### config.mk
export PLATFORM = sky130hd
export DESIGN_NAME = uart_rx_controller
export DESIGN_NICKNAME = d
export VERILOG_FILES = /design/src/rtl/uart_rx_pkg.sv /design/src/rtl/uart_rx_edge_bit_counter.sv /design/src/rtl/uart_rx_controller.sv
export SDC_FILE = /design/constraint.sdc
export NUM_CORES = 1
export LEC_CHECK = 0
export BUFFER_PORTS_ARGS = -buffer_cell sky130_fd_sc_hd__buf_4
export CAP_MARGIN = 25
export CORE_MARGIN = 2
export CORE_UTILIZATION = 61
export DETAILED_ROUTE_END_ITERATION = 7
export PLACE_DENSITY = 0.84
export SLEW_MARGIN = 5
export SYNTH_ARGS = -nofsm -noshare
export SYNTH_HDL_FRONTEND = slang
export SYNTH_SLANG_ARGS = --single-unit
### constraint.sdc
create_clock -name clock -period 4 [get_ports clock]
set_input_delay 0.4 -clock clock [delete_from_list [all_inputs] [get_ports clock]]
set_output_delay 0.4 -clock clock [all_outputs]
set_load 0.02 [all_outputs]
### src/rtl/uart_rx_pkg.sv
// Shared types and constants for the UART receive path.
package uart_rx_pkg;

  typedef enum logic [2:0] {
    IDLE   = 3'd0,
    START  = 3'd1,
    DATA   = 3'd2,
    PARITY = 3'd3,
    STOP   = 3'd4
  } rx_state_t;

  localparam logic PARITY_EVEN = 1'b0;
  localparam logic PARITY_ODD  = 1'b1;

  localparam int unsigned PRESCALE_8  = 8;
  localparam int unsigned PRESCALE_16 = 16;
  localparam int unsigned PRESCALE_32 = 32;

endpackage

### src/rtl/uart_rx_edge_bit_counter.sv
// Oversampling edge counter and received-bit counter for the UART receiver.
module uart_rx_edge_bit_counter #(
  parameter int unsigned PRESCALE_W = 6,
  parameter int unsigned DATA_W     = 8
) (
  input  logic                         clock,
  input  logic                         reset,
  input  logic                         enable,
  input  logic                         bit_clear,
  input  logic                         bit_inc,
  input  logic [PRESCALE_W-1:0]        prescale,
  output logic [PRESCALE_W-1:0]        edge_counter,
  output logic                         bit_end,
  output logic [$clog2(DATA_W+1)-1:0]  bit_count
);

  logic [PRESCALE_W-1:0] last_edge;

  assign last_edge = prescale - PRESCALE_W'(1);
  assign bit_end   = enable && (edge_counter == last_edge);

  always_ff @(posedge clock or posedge reset) begin
    if (reset) begin
      edge_counter <= '0;
    end else if (!enable) begin
      edge_counter <= '0;
    end else if (edge_counter == last_edge) begin
      edge_counter <= '0;
    end else begin
      edge_counter <= edge_counter + PRESCALE_W'(1);
    end
  end

  always_ff @(posedge clock or posedge reset) begin
    if (reset) begin
      bit_count <= '0;
    end else if (bit_clear) begin
      bit_count <= '0;
    end else if (bit_inc && bit_end) begin
      bit_count <= bit_count + 1'b1;
    end
  end

endmodule

### src/rtl/uart_rx_controller.sv
// UART receive frame sequencer: start detect, LSB-first deserialisation,
// optional parity check, stop check and registered result pulses.
module uart_rx_controller
  import uart_rx_pkg::*;
#(
  parameter int unsigned PRESCALE_W = 6,
  parameter int unsigned DATA_W     = 8
) (
  input  logic                  clock,
  input  logic                  reset,
  input  logic                  rx_in,
  input  logic                  sampled_bit,
  input  logic [PRESCALE_W-1:0] prescale,
  input  logic                  parity_enable,
  input  logic                  parity_type,
  output logic [PRESCALE_W-1:0] edge_counter,
  output logic [DATA_W-1:0]     data_out,
  output logic                  data_valid,
  output logic                  parity_error,
  output logic                  stop_error,
  output logic                  busy
);

  localparam int unsigned CNT_W = $clog2(DATA_W + 1);

  rx_state_t             state;
  logic [PRESCALE_W-1:0] prescale_q;
  logic                  parity_enable_q;
  logic                  parity_type_q;
  logic                  frame_bad;
  logic [DATA_W-1:0]     shift_q;
  logic                  start_detect;
  logic                  counter_enable;
  logic                  bit_end;
  logic [CNT_W-1:0]      bit_count;
  logic                  last_bit;
  logic                  expected_parity;

  assign start_detect    = (state == IDLE) && !rx_in;
  // The detect cycle counts as edge 0, so the counter runs from that edge on.
  assign counter_enable  = (state != IDLE) || start_detect;
  assign busy            = (state != IDLE);
  assign last_bit        = (bit_count == CNT_W'(DATA_W - 1));
  assign expected_parity = (parity_type_q == PARITY_ODD) ? ~^shift_q : ^shift_q;

  uart_rx_edge_bit_counter #(
    .PRESCALE_W (PRESCALE_W),
    .DATA_W     (DATA_W)
  ) u_edge_bit_counter (
    .clock        (clock),
    .reset        (reset),
    .enable       (counter_enable),
    .bit_clear    (state == START),
    .bit_inc      (state == DATA),
    .prescale     (prescale_q),
    .edge_counter (edge_counter),
    .bit_end      (bit_end),
    .bit_count    (bit_count)
  );

  always_ff @(posedge clock or posedge reset) begin
    if (reset) begin
      state           <= IDLE;
      prescale_q      <= PRESCALE_W'(PRESCALE_8);
      parity_enable_q <= 1'b0;
      parity_type_q   <= PARITY_EVEN;
      frame_bad       <= 1'b0;
      shift_q         <= '0;
      data_out        <= '0;
      data_valid      <= 1'b0;
      parity_error    <= 1'b0;
      stop_error      <= 1'b0;
    end else begin
      data_valid   <= 1'b0;
      parity_error <= 1'b0;
      stop_error   <= 1'b0;
      case (state)
        IDLE: begin
          if (start_detect) begin
            state           <= START;
            prescale_q      <= prescale;
            parity_enable_q <= parity_enable;
            parity_type_q   <= parity_type;
            frame_bad       <= 1'b0;
          end
        end
        START: begin
          if (bit_end) begin
            state <= sampled_bit ? IDLE : DATA;
          end
        end
        DATA: begin
          if (bit_end) begin
            shift_q <= {sampled_bit, shift_q[DATA_W-1:1]};
            if (last_bit) begin
              state <= parity_enable_q ? PARITY : STOP;
            end
          end
        end
        PARITY: begin
          if (bit_end) begin
            if (sampled_bit != expected_parity) begin
              parity_error <= 1'b1;
              frame_bad    <= 1'b1;
            end
            state <= STOP;
          end
        end
        STOP: begin
          if (bit_end) begin
            if (!sampled_bit) begin
              stop_error <= 1'b1;
            end else if (!frame_bad) begin
              data_out   <= shift_q;
              data_valid <= 1'b1;
            end
            frame_bad <= 1'b0;
            state     <= IDLE;
          end
        end
        default: state <= IDLE;
      endcase
    end
  end

endmodule

==> metrics, run 1 <==
internal power a little under 0.001 W; routed len/inst 16.2 µm; max cap viols 0; critical path type flip-flop to flip-flop; sequential area share after synthesis 0.493; nature of the critical path startpoint flip-flop; Ports 30; fin crit period approximately 2.5 ns; status complete, no violations; skew final 0.0148 ns; Synth warnings 0; Post-synth EDFFs 0; max-slew violations 0; CP required 4.25 ns; n_diodes 0; Routed WL 4420 µm; crit-path max FO 9; Starting Density 0.630; largest net degree at the start of global routing 42; Via Count between 1500 and 2000; CTS tree yes; commonest non-fill, non-tap cells in the layout 40 x dfrtp_1, 30 x buf_4, 29 x nand2_1, 16 x mux2_2, 11 x inv_1; clock power share 0.209; worst slew pin tran 0.680 ns; Max Clk Rate slightly above 400 MHz; period utilisation layout 0.618; Netlist cell types between 40 and 50; Switching Share 0.403; crit end category flip-flop; Die H 62.5 µm; Congestion Overflow GR 0; setup TNS 0 ns; # hold bufs at CTS 0; Rows 21; Psw 0.000650 W; Post-Syn Instances 195; core area 3310 µm²; total global-route track usage 0.249; Leak Pwr 1.20 nW; chip width 62.5 µm; total power per unit cell area 658 nW/µm²; clk root buf clkbuf_4; syn nets 210; Avg Inst Size Synth 10.7 µm²; cts bufs inserted 5; Comb power frac 0.414; hold crit path type primary input to async pin; CTS H-tree depth 2; I/O Buffers 29; final setup violation count 0; clock sink count 41; layout cells sized above 1 0.282; Slew Limit Headroom 0.545; Worst-Skew Late Latency 0.36 ns; flops & latches, synth 41; CTS max path bufs 2; mapped cell area 2090 µm²; first-pass GRT wire length 7640 µm; unrepaired setup endpoints after global routing false; most common cell after layout, fill and taps aside dfrtp_1; detailed-route DRC error count 0; DRT Pass-1 Iters 5; Final Wtd Congestion 0.884; FFs w/ async S/R, synth 1.00; Top FF cell, synth dfrtp_1; NumNets Final ~240; crit path DAT about 2.7 ns; vias per inst 5.92; initial antenna violation count 0; die area 3900 µm²; synthesis-to-layout area growth 17.6%; postcts setup bufs 0; DRT iter0 DRCs about 110; CTS clk-pin slew, worst paths 0.13 ns; sequential group share of total power 0.378; PostCTS Resize Cnt 0; power consumption 0.00161 W; number of global-route vias before repair 1645; Antenna Nets Post-Route 0; final hold vios 0; Post-DP HPWL 3350 µm; maximum VDD drop 372 µV
synthesized netlist by cell type, types with 2 or more instances:
master / n / area share
nor3_1: 6 / 0.014
nand3_1: 7 / 0.017
dfrtp_1: 40 / 0.48
ha_1: 3 / 0.018
clkbuf_1: 6 / 0.011
nor2_1: 10 / 0.018
nand2_1: 29 / 0.052
o311ai_0: 5 / 0.021
a211oi_1: 6 / 0.022
xnor2_1: 10 / 0.042
o21ai_0: 5 / 0.012
nand4_1: 3 / 0.0090
mux2_2: 16 / 0.086
nor4_1: 2 / 0.0060
xor2_1: 7 / 0.029
inv_1: 11 / 0.020
and3_1: 4 / 0.012
worst max-delay path, stage by stage, from the launching register on:
cell      delay, ns
dfrtp_1        0.43
inv_1          0.08
ha_1           0.30
xnor2_1        0.12
nor2_1         0.18
o211ai_2       0.19
nor4_4         0.64
mux2_2         0.42
registers in the layout (all words and copies together), names as in the netlist:
signal	count
data_out	8
shift_q	8
prescale_q	6
u_edge_bit_counter.edge_counter	6
u_edge_bit_counter.bit_count	4
state	3
data_valid	1
frame_bad	1
parity_enable_q	1
parity_error	1
parity_type_q	1
stop_error	1
metrics by stage:
stage / cell area, µm² / hold slack [ns] / util / setup WS (ns) / cells
after detailed placement: 2350 / 0.489 / 0.709 / 1.54 / 265
final: 2450 / 0.146 / 0.741 / 1.53 / 273
after global routing: 2450 / 0.184 / 0.741 / 1.35 / 273
after CTS: 2450 / 0.160 / 0.741 / 1.53 / 273
after global placement: 2350 / 0.487 / 0.709 / 1.65 / 265
after floorplan: 2090 / 0.465 / - / 1.81 / 195
area by class of cell:
type	instances	area [µm²]
Fill cell	259	858
Clock inverter	3	68.8
Tap cell	46	57.6
Inverter	11	41.3
Sequential cell	41	1030
Multi-Input combinational cell	137	995
Clock buffer	5	37.5
Timing Repair Buffer	30	225
cells by family (layout without fill, tap and decap cells):
logic type	after synthesis	in the layout	synth area share
xor+xnor	19	19	0.0900
simple gates	70	70	0.169
compound gates	28	28	0.109
flops	41	41	0.493
buf+inv	17	49	0.0306
fa+ha+maj	3	3	0.0180
mux	17	17	0.0912
path summary, 6_finish.rpt:
path	from	to	slack (ns)	depth (start not counted)
setup / recovery	prescale_q[0]	data_out[1]	1.53	7
hold / removal	reset	parity_enable_q	0.15	3
setup reg to reg	prescale_q[0]	data_out[1]	1.53	7
hold reg to reg	prescale_q[3]	prescale_q[3]	0.51	2
max in group asynchronous	reset	u_edge_bit_counter.bit_count[2]	3.50	3
min in group clock	prescale[3]	prescale_q[3]	0.22	3
power by group through the flow:
stage          Combinational (W)  Sequential, W  Clock [W]
2_1_floorplan           0.000501       0.000600          0
5_1_grt                 0.000731       0.000621   0.000361
3_5_place_dp            0.000660       0.000616          0
6_report                0.000667       0.000609   0.000337
3_3_place_gp            0.000633       0.000609          0
4_1_cts                 0.000665       0.000607   0.000342
metal layers:
metal | GRT usage | routed length (µm)
met1 | 0.286 | 1730
met2 | 0.453 | 2370
met3 | 0.0649 | 263
met4 | 0.0778 | 66
met5 | 0 | 0
(Power assumes the default switching activity.)
==> run 2, diff against run 1 <==
CORE_UTILIZATION = 56   (was 61)
PLACE_DENSITY = 0.78   (was 0.84)
clock period = 2.4 ns   (was 4 ns; I/O delays follow)
==> run 2 against run 1 <==
Combinational power is 83% higher; non-clock buffer count is 6 higher; die area is 8.3% higher; sequential share of layout area is 1.1 points lower; utilization is 4.8 points lower; final area is 2.6% higher; register-to-register slack worse by 1.4 ns; setup slack worse by 1.4 ns; clock power is 45% higher; critical path type unchanged; clock skew is 0.0058 ns lower; sequential power is 67% higher; first-iteration DRC count is 34% higher.
==> metrics, run 2 (same netlist as run 1, synthesis figures left out) <==
Psw approximately 0.0011 W; Leak Pwr 1.23 nW; Congestion Overflow GR 0; I/O Buffers 29; r2r setup slk 0.10 ns; Antenna Nets Post-Route 0; maximum VDD drop 522 µV; crit-path max FO 9; fin crit period approximately 2.3 ns; Routed WL 4420 µm; max-slew violations 0; internal power between 0.0015 and 0.002 W; DRT Pass-1 Iters 4; n_diodes 0; biggest regs data_out: 8 flops, shift_q: 8 flops; # hold bufs at CTS 0; crit path to data_out[6]; filler cell count 292; total power per unit cell area 1080 nW/µm²; power consumption 0.00273 W; max cap viols 0; sequential group share of total power 0.375; final setup violation count 0; Post-DP HPWL approximately 3200 µm; met2 wire length approximately 2300 µm; CTS clk-pin slew, worst paths around 0.07 ns; cts bufs inserted 5; Inst Count DP ~270; period utilisation layout 0.958; setup TNS 0 ns; clk root buf clkbuf_8; crit end category flip-flop; CTS tree yes; worst slew pin tran about 0.6 ns; met3 wire length 212 µm; Switching Share 0.407; layout cells sized above 1 0.309; clock sink count 41; vias per inst 5.90; worst r2r dst data_out[6]; initial antenna violation count 0; Cell Area, Placed 2380 µm²; Via Count 1658; unrepaired setup endpoints after global routing true; CTS H-tree depth 2; critical path type flip-flop to flip-flop; Ports 30; detailed-route DRC error count 0; Slew Limit Headroom 0.592; total global-route track usage 0.235; CP required around 2.6 ns; final hold vios 0; synthesis-to-layout area growth 20.6%; Final Wtd Congestion 0.907; commonest non-fill, non-tap cells in the layout 40 x dfrtp_1, 36 x buf_4, 29 x nand2_1, 16 x mux2_2, 11 x inv_1; Comb power frac 0.447; skew final 0.00903 ns; Die H 65.0 µm; CTS max path bufs 2; core area 3630 µm²; Starting Density 0.574; crit path DAT around 2.5 ns; chip width 65.0 µm; Metal-1 WL 1840 µm; Rows 22; status complete, no violations; number of global-route vias before repair 1674; nature of the critical path startpoint flip-flop; hold crit path type primary input to async pin; Worst R2R Path Depth 8; Crit. Startpoint prescale_q[0]; most common cell after layout, fill and taps aside dfrtp_1; DRT iter0 DRCs 153; first-pass GRT wire length 7710 µm; Non-Filler Instances 281; cell area after layout 2520 µm²; largest net degree at the start of global routing 42; die area 4230 µm²; Worst-Skew Late Latency 0.29 ns; Max Clk Rate roughly 440 MHz; clock power share 0.178; Reg-to-Reg Start prescale_q[0]; NumNets Final 247; DR top layer met4; routed len/inst 15.7 µm
-- run 2: changes by cell type in the layout (fill, tap and decap cells not counted), moves of 2 or more --
cell       change
clkbuf_8       +7
buf_4          +6
clkbuf_4       -5
o311ai_0       -3
bufinv_16      -2
o311ai_1       +2
-- run 2: cell type report --
cell class                      instances  area, µm²  share of cell area
Clock buffer                            7       96.3              0.0383
Multi-Input combinational cell        137       1020               0.404
Timing Repair Buffer                   36        270               0.107
Sequential cell                        41       1030               0.408
Clock inverter                          1       5.00             0.00199
Tap cell                               48       60.1              0.0239
Inverter                               11       41.3              0.0164
-- run 2: what timing repair did --
| item | CTS | global route |
|---|---|---|
| gates resized for setup | 1 | 5 |
| setup endpoints to repair | 1 | 14 |
| buffers inserted | 0 | 2 |
| pin swaps | 0 | 1 |
-- run 2: power groups by stage --
stage	Combinational [W]	Sequential, W	Clock [W]
final	0.00122	0.00102	0.000487
after global routing	0.00134	0.00104	0.000522
after CTS	0.00115	0.00102	0.000493
after detailed placement	0.00114	0.00103	0
after global placement	0.00110	0.00101	0
after floorplan	0.000835	0.00100	0
-- run 2: through the flow --
step | worst slack, ns | hold slack, ns | utilization
5_1_grt | -0.0394 | 0.131 | 0.692
2_1_floorplan | 0.206 | 0.313 | -
3_3_place_gp | 0.216 | 0.396 | 0.655
3_5_place_dp | 0.0288 | 0.397 | 0.655
6_report | 0.102 | 0.0722 | 0.692
4_1_cts | 0.0105 | 0.0811 | 0.683
-- run 2: how the worst min path moves through the flow --
stage | endpoint | startpoint | slack (ns) | cells past startpoint
after global placement | prescale_q[4] | reset | 0.40 | 3
after global routing | prescale_q[4] | reset | 0.13 | 3
after floorplan | stop_error | sampled_bit | 0.31 | 1
final | prescale_q[4] | reset | 0.07 | 3
after detailed placement | prescale_q[4] | reset | 0.40 | 3
after CTS | prescale_q[4] | reset | 0.08 | 3
-- run 2: layer usage --
metal  GRT usage  vias to the layer above
met5           0                        -
met4      0.0729                        0
met3      0.0521                       11
li1            -                      766
met1       0.289                      838
met2       0.412                       43
-- run 2: worst max-delay path, cell delays in order, from the launching register on --
cell and delay, ns:
dfrtp_1 0.41, inv_1 0.08, ha_1 0.31, xnor2_1 0.13
nor2_1 0.18, o211ai_2 0.21, nor4_4 0.31, buf_4 0.22
mux2_2 0.35
==> run 3, diff against run 2 <==
==> constraint.sdc (replaced) <==
create_clock -name clock -period 2.4 [get_ports clock]
set_input_delay 0.12 -clock clock [delete_from_list [all_inputs] [get_ports clock]]
set_output_delay 0.12 -clock clock [all_outputs]
set_load 0.02 [all_outputs]
==> run 3 against run 2 <==
First-iteration DRC count fell by 22%; sequential share of layout area is 0.16 points lower; utilization rose by 0.28 points; final area is 0.40% higher; sequential cell count did not move; fmax is essentially flat; via count unchanged; highest routed layer unchanged.
==> metrics, run 3 (same netlist as run 1, synthesis figures left out) <==
first-pass GRT wire length 7730 µm; chip width 65.0 µm; clock sink count 41; CP required 2.57 ns; Worst-Skew Late Latency 0.29 ns; commonest non-fill, non-tap cells in the layout 40 x dfrtp_1, 36 x buf_4, 29 x nand2_1, 16 x mux2_2, 11 x inv_1; Max Clk Rate 435 MHz; final setup violation count 0; cts bufs inserted 5; Die H 65.0 µm; max cap viols 0; n_diodes 0; Inst Count DP 271; fin crit period 2.30 ns; unrepaired setup endpoints after global routing true; CTS max path bufs 2; Via Count 1658; Rows 22; synthesis-to-layout area growth 21.1%; number of global-route vias before repair between 1500 and 2000; biggest regs data_out: 8 flops, shift_q: 8 flops; max-slew violations 0; final hold vios 0; Ports 30; detailed-route DRC error count 0; CTS H-tree depth 2; nature of the critical path startpoint flip-flop; NumNets Final 248; Post-DP HPWL 3210 µm; Routed WL 4400 µm; skew final 0.00913 ns; Congestion Overflow GR 0; Cell Area, Placed 2380 µm²; most common cell after layout, fill and taps aside dfrtp_1; Critical-path top delay cell dfrtp_1; die area 4230 µm²; crit-path max FO 9; Antenna Nets Post-Route 0; DRT Pass-1 Iters 5; Comb power frac 0.447; clk root buf clkbuf_8; crit path cell chain inv_1 > ha_1 > xnor2_1 > nor2_1 > o211ai_2 > nor4_4 > buf_4 > mux2_2; Final Wtd Congestion 0.907; total power per unit cell area 1080 nW/µm²; Slew Limit Headroom 0.592; Post-Route Utilization 0.695; status complete, no violations; hold crit path type primary input to flip-flop; Leak Pwr 1.23 nW; vias per inst between 5 and 6; critical path type flip-flop to flip-flop; CTS clk-pin slew, worst paths 0.07 ns; sequential group share of total power 0.375; worst slew pin tran 0.610 ns; maximum VDD drop ~520 µV; Switching Share 0.406; crit end category flip-flop; CTS tree yes; internal power 0.00162 W; total global-route track usage 0.236; crit path DAT roughly 2.5 ns; power consumption 0.00273 W; initial antenna violation count 0; clock power share 0.178; max incr delay on CP 0.41 ns; core area between 3000 and 4000 µm²; I/O Buffers 29; layout cells sized above 1 0.308; Non-Filler Instances 282; period utilisation layout 0.959; Psw between 0.001 and 0.0015 W; setup TNS 0 ns; routed len/inst 15.6 µm; cell area after layout about 2500 µm²; DRT iter0 DRCs 120; largest net degree at the start of global routing 42; Starting Density 0.574
-- run 3: changes by cell type in the layout (fill, tap and decap cells not counted), sizes merged --
| cell | previous run | this run |
|---|---|---|
| dlygate4sd3 | 0 | 1 |
-- run 3: worst paths after layout --
kind,slack [ns],startpoint,endpoint,depth (start not counted)
max,0.1,prescale_q[0],data_out[6],8
min,0.02,prescale[4],prescale_q[4],3
max reg2reg,0.1,prescale_q[0],data_out[6],8
min reg2reg,0.51,prescale_q[3],prescale_q[3],2
max in group asynchronous,1.54,reset,prescale_q[3],4
min in group asynchronous,0.50,reset,prescale_q[4],4
-- run 3: stage by stage --
| stage | setup WS (ns) | hold slack (ns) |
|---|---|---|
| CTS | 0.0105 | 0.0169 |
| global placement | 0.216 | 0.276 |
| floorplan | 0.206 | 0.193 |
| detailed placement | 0.0288 | 0.277 |
| global route | -0.0394 | 0.0258 |
| finish | 0.0996 | 0.0173 |
-- run 3: power groups by stage --
stage	logic, W	clock network [W]	registers [W]
6_report	0.00122	0.000486	0.00102
5_1_grt	0.00134	0.000522	0.00104
4_1_cts	0.00116	0.000493	0.00102
3_5_place_dp	0.00114	0	0.00103
3_3_place_gp	0.00110	0	0.00101
2_1_floorplan	0.000835	0	0.00100
-- run 3: critical path: cells and delay by family (launching register included) --
kind	cells	cell delay (ns)
buffers and inverters	2	0.30
muxes	1	0.35
xor gates and xnor gates	1	0.13
adders and majority gates	1	0.31
AOI/OAI and AO/OA	1	0.21
DFF	1	0.41
and+or+nand+nor	2	0.49
-- run 3: area by class of cell --
cell class / count / area [µm²]
clock buffer: 7 / 96.3
multi-input combinational: 137 / 1020
clock inverter: 1 / 5.00
fill: 289 / 1110
tap: 48 / 60.1
timing repair buffer: 37 / 280
inverter: 11 / 41.3
sequential: 41 / 1030
-- run 3: layer usage --
layer,GRT usage,part of all wire,vias up
li1,-,-,766
met1,0.289,0.41,831
met2,0.414,0.51,48
met3,0.0521,0.050,13
met4,0.0729,0.022,0
met5,0,0,-
-- run 3: timing repair --
action                                  CTS  global route
pin swaps                                 0             1
hold buffers                              1             0
gates cloned                              0             0
endpoints found under the hold margin    40             0
resized for setup                         1             5
endpoints found under the setup margin    1            14
buffers inserted                          0             2
